### src/rtl/operand_fetch.sv
// operand_fetch: general register file plus a single-slot operand stage that
// presents an operand pair to the ALU under a valid/ready handshake.
// Optional feature macro: OPERAND_FWD_EN enables a same-cycle write-to-read
// bypass for each captured operand independently.
module operand_fetch #(
    parameter int DATA_WIDTH = 16,
    parameter int REG_COUNT  = 8,
    parameter int ADDR_WIDTH = 3
) (
    input  logic                  in_clk,
    input  logic                  in_rst_n,
    input  logic                  in_wr_en,
    input  logic [ADDR_WIDTH-1:0] in_wr_addr,
    input  logic [DATA_WIDTH-1:0] in_wr_data,
    input  logic                  in_req_valid,
    output logic                  out_req_ready,
    input  logic [ADDR_WIDTH-1:0] in_src_addr_1,
    input  logic [ADDR_WIDTH-1:0] in_src_addr_2,
    output logic [DATA_WIDTH-1:0] out_operand_1,
    output logic [DATA_WIDTH-1:0] out_operand_2,
    output logic                  out_operand_valid,
    input  logic                  in_operand_ready
);

    localparam logic [0:0] S_EMPTY = 1'b0;
    localparam logic [0:0] S_FULL  = 1'b1;

    // R0 has no storage; it is synthesised as a constant zero on read.
    logic [DATA_WIDTH-1:0] r_regs [1:REG_COUNT-1];
    logic [0:0]            r_state;
    logic [DATA_WIDTH-1:0] r_op1;
    logic [DATA_WIDTH-1:0] r_op2;

    logic                  w_accept;
    logic [DATA_WIDTH-1:0] w_rd1;
    logic [DATA_WIDTH-1:0] w_rd2;

    // Ready never looks at in_req_valid, so no valid->ready loop can form upstream.
    assign out_req_ready     = (r_state == S_EMPTY) | in_operand_ready;
    assign w_accept          = in_req_valid & out_req_ready;
    assign out_operand_valid = (r_state == S_FULL);
    assign out_operand_1     = r_op1;
    assign out_operand_2     = r_op2;

    // Read both source registers; address 0 falls through to the zero default.
    always_comb begin
        w_rd1 = '0;
        w_rd2 = '0;
        for (int i = 1; i < REG_COUNT; i++) begin
            if (in_src_addr_1 == ADDR_WIDTH'(i)) w_rd1 = r_regs[i];
            if (in_src_addr_2 == ADDR_WIDTH'(i)) w_rd2 = r_regs[i];
        end
`ifdef OPERAND_FWD_EN
        // A write landing this edge wins over the stale array contents.
        if (in_wr_en && (in_wr_addr == in_src_addr_1) && (in_src_addr_1 != '0))
            w_rd1 = in_wr_data;
        if (in_wr_en && (in_wr_addr == in_src_addr_2) && (in_src_addr_2 != '0))
            w_rd2 = in_wr_data;
`endif
    end

    // Writeback port: writes continue regardless of the operand slot state.
    always_ff @(posedge in_clk or negedge in_rst_n) begin
        if (!in_rst_n) begin
            for (int i = 1; i < REG_COUNT; i++) r_regs[i] <= '0;
        end else if (in_wr_en) begin
            for (int i = 1; i < REG_COUNT; i++) begin
                if (in_wr_addr == ADDR_WIDTH'(i)) r_regs[i] <= in_wr_data;
            end
        end
    end

    // Operand slot: load on accept, drain on consume, otherwise hold a snapshot.
    always_ff @(posedge in_clk or negedge in_rst_n) begin
        if (!in_rst_n) begin
            r_state <= S_EMPTY;
            r_op1   <= '0;
            r_op2   <= '0;
        end else if (w_accept) begin
            r_state <= S_FULL;
            r_op1   <= w_rd1;
            r_op2   <= w_rd2;
        end else if (in_operand_ready) begin
            r_state <= S_EMPTY;
        end
    end

endmodule
### config.mk
export PLATFORM = sky130hd
export DESIGN_NAME = operand_fetch
export DESIGN_NICKNAME = d
export VERILOG_FILES = /design/src/rtl/operand_fetch.sv
export SDC_FILE = /design/constraint.sdc
export NUM_CORES = 1
export LEC_CHECK = 0
export ABC_CLOCK_PERIOD_IN_PS = 1220
export CORE_MARGIN = 2
export CORE_UTILIZATION = 40
export CTS_BUF_LIST = sky130_fd_sc_hd__clkbuf_2
export CTS_CLUSTER_DIAMETER = 100
export DETAILED_ROUTE_END_ITERATION = 10
export PLACE_DENSITY_LB_ADDON = 0.15
export SETUP_SLACK_MARGIN = 0.5
export SLEW_MARGIN = 20
export SYNTH_ARGS = -nofsm -noshare
export SYNTH_HDL_FRONTEND = slang
export SYNTH_SLANG_ARGS = --single-unit
### constraint.sdc
create_clock -name in_clk -period 1.22 [get_ports in_clk]
set_input_delay 0.244 -clock in_clk [delete_from_list [all_inputs] [get_ports in_clk]]
set_output_delay 0.244 -clock in_clk [all_outputs]
set_load 0.03 [all_outputs]
==> reports/summary.md, run 1 <==
* status: complete, but fails checks
* violated checks: hold timing, setup timing
* number of different library cells in the post-synthesis netlist: 50
* area enclosed by the die boundary: 19900 um2
* Async SR Flop Fraction: 100%
* WL final: 22400 um
* post-synthesis to final-layout area growth: 35.2%
* final hold viol count: 9
* detailed-route vias per instance: 5.61
* Main synth FF type: sky130_fd_sc_hd__dfrtp_1
* CP required: 0.98 ns
* startpoint class of the critical path: flop
* time the final worst path needs with I/O delays and setup: 1.62 ns
* post-route worst hold slack: -0.109 ns
* leading cell types by total area after synthesis: sky130_fd_sc_hd__dfrtp_1 48%, sky130_fd_sc_hd__mux2_2 14%, sky130_fd_sc_hd__mux2i_1 5.2%
* # placed instances: 1009
* Max-Cap Viols: 0
* worst path cell trace: buf_12
* worst ir drop on vdd: 0.000768 V
* Worst Setup End Kind: output pin
* number of global-route vias before repair: 6157
* synthesized area: 7530 um2
* CTS tree: yes
* total of flip-flops plus latches after synthesis: 145
* detailed-route via count: 5974
* post-layout total power: 14.4 mW
* setup repair after global routing missed its margin: yes
* share of the yosys chip area belonging to registers: 48.2%
* met1 routed wirelength after detailed routing: 10200 um
* total CTS buffers: 17
* upper clock frequency limit: 616 MHz
* metal2 WL: 10800 um
* worst reg-to-reg setup slack: -0.18 ns
* io pins: 64
* area leader, netlist: sky130_fd_sc_hd__dfrtp_1
* startpoint-to-endpoint class of the critical path: reg2out
* number of max-slew violations in the final report: 0
* remaining number of nets flagged by the antenna check after routing: 0
* Fill cells: 1549
* master cell of the clock root buffer: sky130_fd_sc_hd__clkbuf_2
* family with the most delay on the worst path: flip-flops
* share of final-layout standard cells stronger than drive strength 1: 41.5%
* Num Clock Sinks: 145
* total of hold buffers inserted after clock tree synthesis: 1
* height of the chip: 141 um
* Warnings, synthesis: 0
* count of standard-cell rows: 50
* average detailed-routed wire length per instance: 21.0 um
* total of endpoints with negative setup slack in the final report: 56
* Port Buffer Count: 63
* Mean Syn Cell Area: 11.1 um2
* Setup WS pre-CTS: -0.695 ns
* number of buffers and inverters on the critical path: 1
* DR iter-0 viols: 528
* die width: 141 um
* count of flip-flops with a built-in enable after synthesis: 0
* antenna violations before repair: 1
* slew margin rel.: 67.3%
* maximum fanout count along the critical path: 2
* routability-driven placement congestion ratio: 0.890
* count of placed standard cells in the final layout, fillers left out: 1064
* H-tree depth: 4
* Tightest Hold Check Type: in2async
* Post-Synthesis Cells: 676
* largest net degree at the start of global routing: 50
* wire length of the first global-routing pass: 35400 um
* power per cell area: 1420 nW/um2
* clock network latency to the later pin of the worst-skew pair: 0.74 ns
* Worst EP arrival: 1.38 ns
* post-synth top area share: 48.2%
* Crit path largest cell delay: 0.50 ns
* final-stage net count: 846
* residual DRC count: 0
* clk buf depth: 2
* aggregate global-route resource usage: 23.2%
* uppermost layer routed: met4
* ratio of final minimum period to clock period: 133%
* Finished Cell Area: 10200 um2
* Area after DPL: 9230 um2
* CP max-delay cell: sky130_fd_sc_hd__dfrtp_2
* grt total ovfl: 0
* Final HPWL DP: 15500 um
* worst clock skew: 0.0380 ns
* Reg clk slew, reported paths: 0.21 ns
* WL met3: 900 um
* transition time at the pin with the least slew margin: 0.490 ns
* leakage power: 4.66 nW
* Initial Utilization: 40.5%
* detailed-router iteration count before antenna repair: 5
* placeable core region: 18600 um2
* Final WS setup: -0.402 ns
* nets in the synthesized netlist: 706
report_power, final:
part	internal [mW]	switching, mW	leakage (nW)
sequential	5.86	0.894	1.72
clock	1.35	1.83	0.155
combinational	2.56	1.94	2.78
total	9.77	4.67	4.66
placed cells by master (no fill, tap or decap), types with 27 or more instances in the layout:
| cell type | n |
|---|---|
| sky130_fd_sc_hd__nor2_1 | 27 |
| sky130_fd_sc_hd__a21oi_1 | 27 |
| sky130_fd_sc_hd__buf_12 | 30 |
| sky130_fd_sc_hd__mux2i_1 | 39 |
| sky130_fd_sc_hd__o21ai_1 | 56 |
| sky130_fd_sc_hd__buf_6 | 38 |
| sky130_fd_sc_hd__dfrtp_1 | 112 |
| sky130_fd_sc_hd__buf_4 | 74 |
| sky130_fd_sc_hd__nand2_1 | 56 |
| sky130_fd_sc_hd__dfrtp_2 | 33 |
| sky130_fd_sc_hd__mux2_4 | 103 |
state kept, by name (all words and copies together) (netlist names):
| register | count |
|---|---|
| out_operand_2 | 16 |
| out_operand_1 | 16 |
| out_operand_valid | 1 |
| r_regs | 112 |
routing by layer:
metal	GRT usage, %	vias to the layer above
li1	-	2742
met1	32.3	3013
met2	36.9	183
met3	3.94	36
met4	7.63	0
met5	0	-
repair_timing:
action,CTS,global route
pin swaps,12,3
gates cloned,2,0
endpoints found under the hold margin,145,9
endpoints found under the setup margin,177,170
setup buffers,14,5
resized for setup,121,6
Yosys cell counts, types with 2 or more instances:
master                      number
sky130_fd_sc_hd__o32ai_1         2
sky130_fd_sc_hd__mux2i_1        39
sky130_fd_sc_hd__or3_1           2
sky130_fd_sc_hd__nor2_1         27
sky130_fd_sc_hd__o22a_1          5
sky130_fd_sc_hd__nand4b_4        3
sky130_fd_sc_hd__o31ai_2         2
sky130_fd_sc_hd__buf_8           2
sky130_fd_sc_hd__o21ai_0        65
sky130_fd_sc_hd__dfrtp_1       145
sky130_fd_sc_hd__a211oi_1       12
sky130_fd_sc_hd__a22oi_1         2
sky130_fd_sc_hd__mux2_2         95
sky130_fd_sc_hd__nand3b_1       26
sky130_fd_sc_hd__o21ai_1        14
sky130_fd_sc_hd__nand2b_1        5
sky130_fd_sc_hd__inv_1          15
sky130_fd_sc_hd__mux2_4         10
sky130_fd_sc_hd__buf_4           9
sky130_fd_sc_hd__a31oi_1         3
sky130_fd_sc_hd__o2bb2ai_1      11
sky130_fd_sc_hd__nand2_1        57
sky130_fd_sc_hd__a21oi_1        27
sky130_fd_sc_hd__nand3_1         3
sky130_fd_sc_hd__nor2b_1         4
sky130_fd_sc_hd__o22ai_1        15
sky130_fd_sc_hd__buf_6           9
sky130_fd_sc_hd__o31ai_1         4
sky130_fd_sc_hd__buf_2          17
sky130_fd_sc_hd__o211ai_1        5
sky130_fd_sc_hd__clkbuf_1       14
sky130_fd_sc_hd__a2bb2oi_1       3
sky130_fd_sc_hd__nor3_1          7
metrics by stage:
stage / setup TNS, ns / utilization [%]
global route: -18.94 / 54.8
floorplan: -2.24 / -
detailed placement: -82.19 / 49.7
global placement: -77.27 / 49.7
finish: -14.57 / 54.8
CTS: -16.27 / 54.5
logic make-up after synthesis:
family,Yosys count,share of synthesized area (%)
AO/OA/AOI/OAI,175,14.4
multiplexers,145,21.5
flip-flops,145,48.2
AND/OR/NAND/NOR,143,10.6
buffers and inverters,68,5.33
area by class of cell:
type                            count  area (um2)  share of cell area (%)
Antenna cell                        1        2.50                  0.0246
Clock buffer                       18        90.1                   0.884
Clock inverter                     14         190                    1.87
Tap cell                          234         293                    2.87
Inverter                           15        56.3                   0.553
Timing Repair Buffer              174        1940                    19.0
Sequential cell                   145        3670                    36.0
Multi-Input combinational cell    463        3950                    38.8
path summary, 6_finish.rpt:
check	start	depth (start not counted)	endpoint
setup / recovery	out_operand_1[14]	1	out_operand_1[14]
hold / removal	in_rst_n	2	r_regs[88]
setup reg to reg	out_operand_valid	7	out_operand_2[1]
hold reg to reg	out_operand_2[11]	2	out_operand_2[11]
max in group asynchronous	in_rst_n	3	out_operand_2[4]
min in group in_clk	in_src_addr_1[2]	4	out_operand_1[14]
(Power assumes the default switching activity.)
==> inputs of run 2 (changes only) <==
Settings changed: CAP_MARGIN from default to 20, SKIP_LAST_GASP from default to 1.
==> run 2 against run 1 <==
Compared with the run above: the flow still finishes with violations (hold timing, setup timing); wire length rose by 0.37%; combinational power down 2%; flip-flop and latch count unchanged; die area unchanged; highest routed layer unchanged.
==> reports/summary.md, run 2 (synthesis gave the netlist of run 1 again) <==
* antenna violations before repair: 1, unchanged
* CP max-delay cell: sky130_fd_sc_hd__dfrtp_2
* number of buffers and inverters on the critical path: 1, unchanged
* slew margin rel.: 67.4%, +0.12 points
* number of global-route vias before repair: 6045, -1.8%
* upper clock frequency limit: 616 MHz, -0.11%
* # placed instances: 1009, unchanged
* area of the multi-input gates: 3860 um2, -2.3%
* Num Clock Sinks: 145, unchanged
* setup repair after global routing missed its margin: yes
* worst path cell trace: buf_12
* ratio of final minimum period to clock period: 133%, +0.15 points
* grt total ovfl: 0, unchanged
* max reg flops: 112, unchanged
* post-route worst hold slack: -0.108 ns, +0.00114 ns
* clk buf depth: 2, unchanged
* post-synthesis to final-layout area growth: 34.8%
* status: complete, but fails checks
* routability-driven placement congestion ratio: 0.890, unchanged
* Sequential Area: 3670 um2, unchanged
* remaining number of nets flagged by the antenna check after routing: 0, unchanged
* total CTS buffers: 17, unchanged
* maximum fanout count along the critical path: 2, unchanged
* largest net degree at the start of global routing: 50, unchanged
* worst ir drop on vdd: 0.000717 V, -6.6%
* most common cell after layout, fill and taps aside: sky130_fd_sc_hd__dfrtp_1
* final hold viol count: 9, unchanged
* H-tree depth: 4, unchanged
* aggregate global-route resource usage: 22.9%, -0.29 points
* wire length of the first global-routing pass: 34900 um, -1.4%
* detailed-route via count: 6010, +0.60%
* most used cells in the layout excluding fill and tap cells: 112 x sky130_fd_sc_hd__dfrtp_1, 81 x sky130_fd_sc_hd__mux2_4, 76 x sky130_fd_sc_hd__buf_4
* number of max-slew violations in the final report: 0, unchanged
* count of standard-cell rows: 50, unchanged
* CTS tree: yes
* average detailed-routed wire length per instance: 21.0 um, about the same
* startpoint-to-endpoint class of the critical path: reg2out
* final-stage net count: 850, +0.47%
* detailed-router iteration count before antenna repair: 6, +1
* Tightest Hold Check Type: in2async
* Crit path largest cell delay: 0.50 ns, about the same
* Final HPWL DP: 15500 um, unchanged
* Initial Utilization: 40.5%, unchanged
* share of final-layout standard cells stronger than drive strength 1: 41.5%, about the same
* Worst EP arrival: 1.38 ns, about the same
* DR iter-0 viols: 556, +5.3%
* Setup WS pre-CTS: -0.695 ns, unchanged
* Fill cells: 1560, +0.71%
* die width: 141 um, unchanged
* placeable core region: 18600 um2, unchanged
* io pins: 64, unchanged
* detailed-route vias per instance: 5.63, +0.23%
* Reg clk slew, reported paths: 0.22 ns, about the same
* time the final worst path needs with I/O delays and setup: 1.62 ns, +0.00180 ns
* Port Buffer Count: 63, unchanged
* Max-Cap Viols: 0, unchanged
* power per cell area: 1410 nW/um2, -0.22%
* transition time at the pin with the least slew margin: 0.488 ns, -0.00176 ns
* height of the chip: 141 um, unchanged
* Final WS setup: -0.404 ns, -0.00180 ns
* master cell of the clock root buffer: sky130_fd_sc_hd__clkbuf_2
* register with the most flip-flops: r_regs
* leakage power: 4.60 nW, -1.4%
* startpoint class of the critical path: flop
* area enclosed by the die boundary: 19900 um2, unchanged
* WL final: 22500 um, +0.37%
* worst clock skew: 0.0479 ns, +0.00994 ns
* family with the most delay on the worst path: flip-flops
* CP required: 0.98 ns, about the same
* total of hold buffers inserted after clock tree synthesis: 1, unchanged
* violated checks: hold timing, setup timing
* total of endpoints with negative setup slack in the final report: 56, unchanged
* Worst Setup End Kind: output pin
* count of placed standard cells in the final layout, fillers left out: 1068, +0.38%
* post-layout total power: 14.4 mW, -0.56%
* clock network latency to the later pin of the worst-skew pair: 0.75 ns, about the same
* residual DRC count: 0, unchanged
run 2: cell types whose count changed in the layout (fill, tap and decap cells not counted), sizes merged:
cell | before | now
clkbuf | 18 | 20
dlygate4sd2 | 3 | 2
buf | 146 | 149
run 2: cell type report:
type                    count  area share [%]
multi-input cells         463            38.0
clock inverters            14            1.87
flip-flops and latches    145            36.1
well taps                 234            2.88
diodes                      1          0.0246
clock buffers              18           0.887
repair buffers            178            19.6
inverters                  15           0.555
run 2: worst paths after layout:
check | start | to | slack (ns) | cells past startpoint
min in group in_clk | in_wr_addr[0] | r_regs[17] | 0.09 | 4
setup / recovery | out_operand_1[14] | out_operand_1[14] | -0.40 | 1
setup reg to reg | out_operand_valid | out_operand_2[4] | -0.15 | 7
hold reg to reg | out_operand_2[11] | out_operand_2[11] | 0.54 | 2
hold / removal | in_rst_n | r_regs[56] | -0.11 | 2
max in group asynchronous | in_rst_n | out_operand_2[4] | 0.82 | 3
run 2: worst register-to-register path: cells and delay by family (launching register included):
kind | cells | cell delay [ns]
buffers and inverters | 3 | 0.38
AO/OA/AOI/OAI | 2 | 0.19
AND/OR/NAND/NOR | 2 | 0.30
flip-flops | 1 | 0.46
run 2: power breakdown:
part	total, mW	switching [mW]	internal, mW	leakage [nW]
Combinational	4.42	1.93	2.49	2.72
Sequential	6.74	0.882	5.86	1.72
Clock	3.20	1.85	1.35	0.155
run 2: stage by stage:
step / TNS, ns / instance area (um2) / util [%] / hold WS [ns]
floorplan: -2.24 / 7900 / - / -0.0516
global placement: -77.27 / 9230 / 49.7 / 0.0933
detailed placement: -82.19 / 9230 / 49.7 / 0.0930
CTS: -16.27 / 9990 / 53.8 / -0.157
global route: -18.95 / 10200 / 54.6 / -0.178
finish: -14.46 / 10200 / 54.6 / -0.108
run 2: layer usage:
| metal | track usage, % | part of all wire, % |
|---|---|---|
| met5 | 0 | 0 |
| met1 | 31.8 | 46 |
| met4 | 7.42 | 1.7 |
| met2 | 36.6 | 49 |
| met3 | 3.87 | 3.9 |
run 2: repair_timing:
action | 4_1_cts | 5_1_grt
setup endpoints to repair | 177 | 170
gates cloned | 2 | 1
endpoints found under the hold margin | 145 | 9
gates resized for setup | 84 | 20
buffers inserted | 14 | 8
pin swaps | 12 | 2
==> inputs of run 3 (changes only) <==
Settings changed: SKIP_CTS_REPAIR_TIMING from default to 1.
==> run 3 against run 2 <==
Compared with the run above: the run still ends with hold timing, setup timing left; flip-flop and latch count is the same; non-clock buffer count shrank 9; die area is the same; critical endpoint is now out_req_ready; highest routed layer unchanged.
==> reports/summary.md, run 3 (synthesis gave the netlist of run 1 again) <==
* area of the multi-input gates: 3840 um2, -0.49%
* detailed-router iteration count before antenna repair: 5, -1
* most common cell after layout, fill and taps aside: sky130_fd_sc_hd__dfrtp_1
* worst ir drop on vdd: 0.000720 V, +0.30%
* total of endpoints with negative setup slack in the final report: 58, +3.6%
* io pins: 64, unchanged
* share of final-layout standard cells stronger than drive strength 1: 41.1%, -0.40 points
* worst path cell trace: nand2b_4, buf_6
* post-synthesis to final-layout area growth: 33.3%
* area enclosed by the die boundary: 19900 um2, unchanged
* Final HPWL DP: 15500 um, unchanged
* Worst EP arrival: 1.37 ns, about the same
* Sequential Area: 3670 um2, unchanged
* final hold viol count: 9, unchanged
* wire length of the first global-routing pass: 34000 um, -2.6%
* Internal Dissipation: 9.59 mW, -1.1%
* Max-Cap Viols: 0, unchanged
* DR iter-0 viols: 427, -23%
* metal2 WL: 10900 um, -0.66%
* detailed-route via count: 5953, -0.95%
* met1 routed wirelength after detailed routing: 10200 um, -0.97%
* Port Buffer Count: 63, unchanged
* setup repair after global routing missed its margin: yes
* clock network latency to the later pin of the worst-skew pair: 0.73 ns, -0.02 ns
* depth of the worst register-to-register path: 7, unchanged
* violated checks: hold timing, setup timing
* count of standard-cell rows: 50, unchanged
* Fill cells: 1573, +0.83%
* placeable core region: 18600 um2, unchanged
* worst reg-to-reg setup slack: -0.23 ns, -0.08 ns
* number of global-route vias before repair: 5919, -2.1%
* worst r2r src: out_operand_valid
* CP max-delay cell: sky130_fd_sc_hd__dfrtp_2
* worst r2r dst: out_operand_2[12]
* height of the chip: 141 um, unchanged
* maximum fanout count along the critical path: 2, unchanged
* register with the most flip-flops: r_regs
* power per cell area: 1420 nW/um2, +0.15%
* clock network power share: 22.3%, about the same
* routability-driven placement congestion ratio: 0.890, unchanged
* post-route worst hold slack: -0.0995 ns, +0.00847 ns
* worst clock skew: 0.0426 ns, -0.00532 ns
* Reg clk slew, reported paths: 0.20 ns, -0.02 ns
* master cell of the clock root buffer: sky130_fd_sc_hd__clkbuf_2
* ratio of final minimum period to clock period: 132%, -1.2 points
* Worst Setup End Kind: output pin
* most used cells in the layout excluding fill and tap cells: 112 x sky130_fd_sc_hd__dfrtp_1, 70 x sky130_fd_sc_hd__mux2_4, 68 x sky130_fd_sc_hd__buf_4
* uppermost layer routed: met4
* antenna violations before repair: 1, unchanged
* Initial Utilization: 40.5%, unchanged
* average detailed-routed wire length per instance: 21.0 um, -0.41%
* transition time at the pin with the least slew margin: 0.475 ns, -0.0132 ns
* proportion of power drawn by combinational gates: 30.2%, -0.6 points
* net switching component of the power: 4.64 mW, -0.50%
* max reg flops: 112, unchanged
* upper clock frequency limit: 621 MHz, +0.88%
* Sw Ratio: 32.6%, +0.14 points
* startpoint class of the critical path: flop
* CP required: 0.98 ns, about the same
* Flop pwr share: 47.5%, +0.5 points
* time the final worst path needs with I/O delays and setup: 1.61 ns, -0.0142 ns
* residual DRC count: 0, unchanged
* leakage power: 4.52 nW, -1.6%
* slew margin rel.: 68.3%, +0.88 points
* CTS tree: yes
* Num Clock Sinks: 145, unchanged
* Crit path largest cell delay: 0.47 ns, -0.03 ns
* WL final: 22200 um, -1.2%
* clk buf depth: 2, unchanged
* status: complete, but fails checks
* grt total ovfl: 0, unchanged
* final-stage net count: 841, -1.1%
* remaining number of nets flagged by the antenna check after routing: 0, unchanged
* Total Neg Setup Slack: -15.79 ns, -1.33 ns
* die width: 141 um, unchanged
* number of max-slew violations in the final report: 0, unchanged
* total CTS buffers: 17, unchanged
* detailed-route vias per instance: 5.62, -0.11%
* Tightest Hold Check Type: in2async
* largest net degree at the start of global routing: 50, unchanged
* WL met3: 893 um, +2.6%
* H-tree depth: 4, unchanged
* startpoint-to-endpoint class of the critical path: reg2out
* Final WS setup: -0.390 ns, +0.0142 ns
* aggregate global-route resource usage: 22.3%, -0.62 points
[run 3: critical path, delay by kind of cell, from the launching register on]
| family | cells | cell delay (ns) |
|---|---|---|
| simple gates | 1 | 0.08 |
| flops | 1 | 0.47 |
| buf+inv | 1 | 0.13 |
[run 3: worst max-delay path by stage]
| stage | from | to | slack (ns) | cells past startpoint |
|---|---|---|---|---|
| 6_report | out_operand_valid | out_req_ready | -0.39 | 2 |
| 5_1_grt | out_operand_valid | out_req_ready | -0.49 | 2 |
| 4_1_cts | out_operand_valid | out_req_ready | -0.51 | 2 |
| 3_5_place_dp | in_src_addr_1[1] | out_operand_1[6] | -0.69 | 6 |
| 3_3_place_gp | in_src_addr_1[1] | out_operand_1[6] | -0.64 | 6 |
| 2_1_floorplan | in_wr_en | r_regs[52] | -0.11 | 5 |
[run 3: metrics by stage]
step	utilization (%)	power, mW	instances	instance area, um2	setup slack [ns]
final	54.1	14.2	1059	10000	-0.390
after global routing	54.1	15.0	1059	10000	-0.494
after CTS	51.2	13.8	1041	9510	-0.510
after detailed placement	49.7	10.6	1009	9230	-0.695
after global placement	49.7	10.5	1009	9230	-0.645
after floorplan	-	9.10	676	7900	-0.108
[run 3: layout make-up]
class	count	area share (%)
timing repair buffer	169	18.9
inverter	15	0.561
antenna	1	0.0249
multi-input combinational	463	38.2
clock inverter	14	1.89
tap	234	2.92
clock buffer	18	0.897
sequential	145	36.5
[run 3: metal layers]
layer | global-route usage (%) | up-vias
li1 | - | 2731
met1 | 31.0 | 3018
met2 | 35.5 | 184
met3 | 3.94 | 20
met4 | 7.21 | 0
met5 | 0 | -
[run 3: power by group through the flow]
stage	logic, mW	registers (mW)	clock network, mW
6_report	4.29	6.76	3.18
5_1_grt	4.61	6.87	3.47
4_1_cts	3.82	6.67	3.27
3_5_place_dp	3.82	6.76	0
3_3_place_gp	3.75	6.73	0
2_1_floorplan	2.17	6.93	0
